## src/rtl/if_id_skid_reg.sv

```systemverilog
// Elastic IF/ID pipeline register: a 2-entry skid buffer carrying PC and instruction
// from fetch to decode. It supports flush and presents a NOP bubble while empty.
module if_id_skid_reg #(
  parameter int             N         = 32,
  parameter logic [N-1:0]   NOP_INSTR = N'(32'h00000013),
  parameter logic [N-1:0]   PC_IDLE   = '0
) (
  input  logic         clk,
  input  logic         rst_n,
  input  logic         flush,
  input  logic         in_valid,
  output logic         in_ready,
  input  logic [N-1:0] pc_in,
  input  logic [N-1:0] instr_in,
  output logic         out_valid,
  input  logic         out_ready,
  output logic [N-1:0] pc_out,
  output logic [N-1:0] instr_out,
  output logic [1:0]   occupancy
);

  typedef enum logic [1:0] {
    EMPTY = 2'd0,
    ONE   = 2'd1,
    FULL  = 2'd2
  } state_t;

  state_t       state_reg;
  logic [N-1:0] main_pc_reg;
  logic [N-1:0] main_instr_reg;
  logic [N-1:0] skid_pc_reg;
  logic [N-1:0] skid_instr_reg;

  logic acc;
  logic dlv;

  // Handshake outputs come straight from the state register, so decode's
  // out_ready never reaches in_ready through combinational logic.
  assign out_valid = (state_reg != EMPTY);
  assign in_ready  = (state_reg != FULL);
  assign occupancy = state_reg;
  assign pc_out    = main_pc_reg;
  assign instr_out = main_instr_reg;

  assign acc = in_valid & in_ready;
  assign dlv = out_valid & out_ready;

  always_ff @(posedge clk or negedge rst_n) begin
    if (!rst_n) begin
      state_reg      <= EMPTY;
      main_pc_reg    <= PC_IDLE;
      main_instr_reg <= NOP_INSTR;
      skid_pc_reg    <= PC_IDLE;
      skid_instr_reg <= NOP_INSTR;
    end else if (flush) begin
      // A same-edge accept is dropped. A same-edge delivery has already been
      // taken by decode, so clearing both entries loses nothing.
      state_reg      <= EMPTY;
      main_pc_reg    <= PC_IDLE;
      main_instr_reg <= NOP_INSTR;
      skid_pc_reg    <= PC_IDLE;
      skid_instr_reg <= NOP_INSTR;
    end else begin
      case (state_reg)
        EMPTY: begin
          if (acc) begin
            main_pc_reg    <= pc_in;
            main_instr_reg <= instr_in;
            state_reg      <= ONE;
          end
        end
        ONE: begin
          case ({acc, dlv})
            2'b10: begin
              skid_pc_reg    <= pc_in;
              skid_instr_reg <= instr_in;
              state_reg      <= FULL;
            end
            2'b11: begin
              main_pc_reg    <= pc_in;
              main_instr_reg <= instr_in;
            end
            2'b01: begin
              main_pc_reg    <= PC_IDLE;
              main_instr_reg <= NOP_INSTR;
              state_reg      <= EMPTY;
            end
            default: ;
          endcase
        end
        FULL: begin
          if (dlv) begin
            main_pc_reg    <= skid_pc_reg;
            main_instr_reg <= skid_instr_reg;
            skid_pc_reg    <= PC_IDLE;
            skid_instr_reg <= NOP_INSTR;
            state_reg      <= ONE;
          end
        end
        default: begin
          // The unused encoding falls back to a clean empty buffer.
          state_reg      <= EMPTY;
          main_pc_reg    <= PC_IDLE;
          main_instr_reg <= NOP_INSTR;
          skid_pc_reg    <= PC_IDLE;
          skid_instr_reg <= NOP_INSTR;
        end
      endcase
    end
  end

endmodule

```

## config.mk

```make
export PLATFORM = sky130hd
export DESIGN_NAME = if_id_skid_reg
export DESIGN_NICKNAME = d
export VERILOG_FILES = /design/src/rtl/if_id_skid_reg.sv
export SDC_FILE = /design/constraint.sdc
export NUM_CORES = 1
export LEC_CHECK = 0
export BUFFER_PORTS_ARGS = -buffer_cell sky130_fd_sc_hd__buf_2
export CAP_MARGIN = 20
export CORE_MARGIN = 2
export CORE_UTILIZATION = 59
export CTS_BUF_LIST = sky130_fd_sc_hd__clkbuf_4 sky130_fd_sc_hd__clkbuf_8 sky130_fd_sc_hd__clkbuf_16
export CTS_CLUSTER_DIAMETER = 80
export CTS_CLUSTER_SIZE = 12
export DETAILED_ROUTE_END_ITERATION = 6
export PLACE_DENSITY = 0.93
export SYNTH_ARGS = -nofsm -noshare
export SYNTH_HDL_FRONTEND = slang
export SYNTH_SLANG_ARGS = --single-unit
```

## constraint.sdc

```tcl
create_clock -name clk -period 3.25 [get_ports clk]
set_clock_uncertainty 0.05 [all_clocks]
set_input_delay 0.65 -clock clk [delete_from_list [all_inputs] [get_ports clk]]
set_output_delay 0.65 -clock clk [all_outputs]
set_load 0.1 [all_outputs]
```

==> impl_metrics.toml <==
[outcome]
run_status = "completed"

[clocking]
numClockSinks = 130
cts_root_buf = "clkbuf_8"
post_cts_resized = 0
ctsLongestPathBuffers = 2
htreeDepth = 4
path_clk_slew_ns = 0.06
cts_tree = "done"
cts_setup_buffers = 0
hold_buffers = 0
clk_latency_ns = 0.52
cts_buffers = 17

[critical_path]
required_ns = 2.55
worstPathMaxFanout = 15
r2r_start = "occupancy[0]"
r2r_slack_ns = 0.93
arrival_ns = 1.89
critPathKind = "reg2out"
crit_path_end_kind = "primary output"
r2r-end = "instr_out[27]"
start_kind = "flop"
reg2regPathDepth = 4

[drt]
ant_nets = 0
drt_wl_total_um = 16000
via_per_inst = 5.86
drc = 0
initialDrtViolationCount = 364
wl_per_cell_um = 18.5
dr.pass1.iters = 5
vias = 5073

[global_route]
grt_pass1_wl_um = 25500
antenna_found_initial = 1
grt-busiest-layer = "met2"
grt_max_degree = 62
grt_use_met1 = 0.353
grt_use_met3 = 0.0771
grt_util_met2 = 0.446
grt.total_usage = 0.277
grt_pass1_vias = 5163
grt-ovfl-total = 0

[placement]
pre_cts_ws_ns = 0.956
port_buffers = 136
place_inst = 833
gp_congestion = 0.808
hpwlAfterDp_um = 10600

[floorplan]
start_util = 0.608
design.core.area_um2 = 10900
rows = 38
die-area_um2 = 12100
die_h_um = 110
io_pins = 137
die_w_um = 110

[layout]
nNetsFinal = 781
final_layout_size_suffix_gt1_frac = 0.361
fin_cells = 866
synthToLayoutAreaGrowth_pct = 20.7
fin_util = 0.734

[synth]
synth_top_cell_by_area = "dfrtp_1"
synth_cells = 587
synth_cell_types = 32
avgSynthCellArea_um2 = 11.3
synth_area_um2 = 6620
yosysSeqAreaShare = 0.492
ys_seq_elements = 130
synth.area.top_cells = "dfrtp_1, mux2i_1, o2bb2ai_2"
syn_nets = 656
synth_top_area_frac = 0.468
ys_warn_count = 0

[power_and_ir_drop]
p_per_area_nw_per_um2 = 626
p_total_mw = 5.01
vdd_drop_max_uv = 355
p_leak_nw = 3.82

[timing]
post-route-period-util = 0.797
relSlewSlack = 0.280
fin_crit_ns = 2.59
fmax_ghz = 0.386
finalHoldViolations = 0
rsz0062_at_grt = "no"
fin_ws_ns = 0.660
worst_slew_pin_slew_ns = 1.08
finalMaxSlewViolations = 0
finalSetupTns_ns = 0
setup_violations = 0

[hold_path]
hp-class = "in2async"

[run]
maxCapViolCount = 0
## worst max-delay path by stage
| stage | start | slack (ns) | to | cells after the start |
|---|---|---|---|---|
| final | occupancy[0] | 0.66 | out_valid | 2 |
| after global routing | occupancy[0] | 0.58 | out_valid | 2 |
| after CTS | occupancy[0] | 0.65 | out_valid | 2 |
| after detailed placement | in_valid | 0.96 | instr_out[9] | 5 |
| after global placement | in_valid | 1.06 | instr_out[9] | 5 |
| after floorplan | occupancy[1] | 0.40 | in_ready | 5 |
## logic make-up after synthesis
kind of cell	after synthesis	synth area share
flops	130	0.492
buf+inv	111	0.0757
simple gates	110	0.0680
compound gates	134	0.209
mux	101	0.153
xor+xnor	1	0.00132
## power breakdown
part / total (mW) / switching (mW) / internal (mW)
logic: 1.20 / 0.930 / 0.265
clock network: 1.98 / 0.669 / 1.31
registers: 1.83 / 0.0933 / 1.74
## critical path: stages (launching register included)
cell and delay (ns):
dfrtp_1 0.67, or2_4 0.25, buf_2 0.45
## cells in the mapped netlist, drive strengths merged
library cell / count
a21boi: 1
a22oi: 31
or2: 2
mux2: 3
o2bb2ai: 61
nand3b: 1
xor2: 1
o31ai: 1
inv: 66
mux2i: 98
nor2b: 3
o21a: 1
nor3b: 1
a21o: 1
o22a: 1
a21oi: 35
clkbuf: 7
a31oi: 1
nand2: 63
dfrtp: 124
nand2b: 3
buf: 38
o21ai: 1
dfstp: 6
nor2: 37
## metal layers
layer / vias up / wire [um]
met5: - / 0
met4: 0 / 312
met1: 2527 / 6470
met3: 31 / 1130
met2: 236 / 8080
li1: 2279 / -
## cell usage in the layout (no fill, tap or decap), types with 2 or more instances in the layout
master / Yosys / final
a21oi_1: 35 / 34
clkbuf_4: 0 / 5
nand2_1: 63 / 63
buf_2: 20 / 135
o2bb2ai_2: 60 / 60
dfstp_2: 6 / 6
clkinv_2: 0 / 2
buf_4: 2 / 15
nor2b_1: 3 / 2
nor2_1: 36 / 36
clkbuf_16: 0 / 16
a22oi_1: 31 / 31
clkbuf_8: 0 / 6
dfrtp_1: 124 / 123
mux2i_1: 98 / 98
inv_1: 65 / 65
mux2_2: 3 / 3
nand2b_1: 3 / 3
bufinv_16: 0 / 3
## final cells by class
type                    instances  area (um2)
flip-flops and latches        130        3260
fillers                       720        2890
multi-input cells             346        2880
repair buffers                151         808
clock buffers                  27         520
inverters                      66         248
well taps                     140         175
clock inverters                 5         100
diodes                          1        2.50
## metrics by stage
stage	hold slack, ns	area (um2)
global route	0.198	8000
finish	0.146	8000
floorplan	0.304	6620
detailed placement	0.428	7370
CTS	0.157	7990
global placement	0.426	7370
No activity file was read; power rests on OpenSTA's default activity.
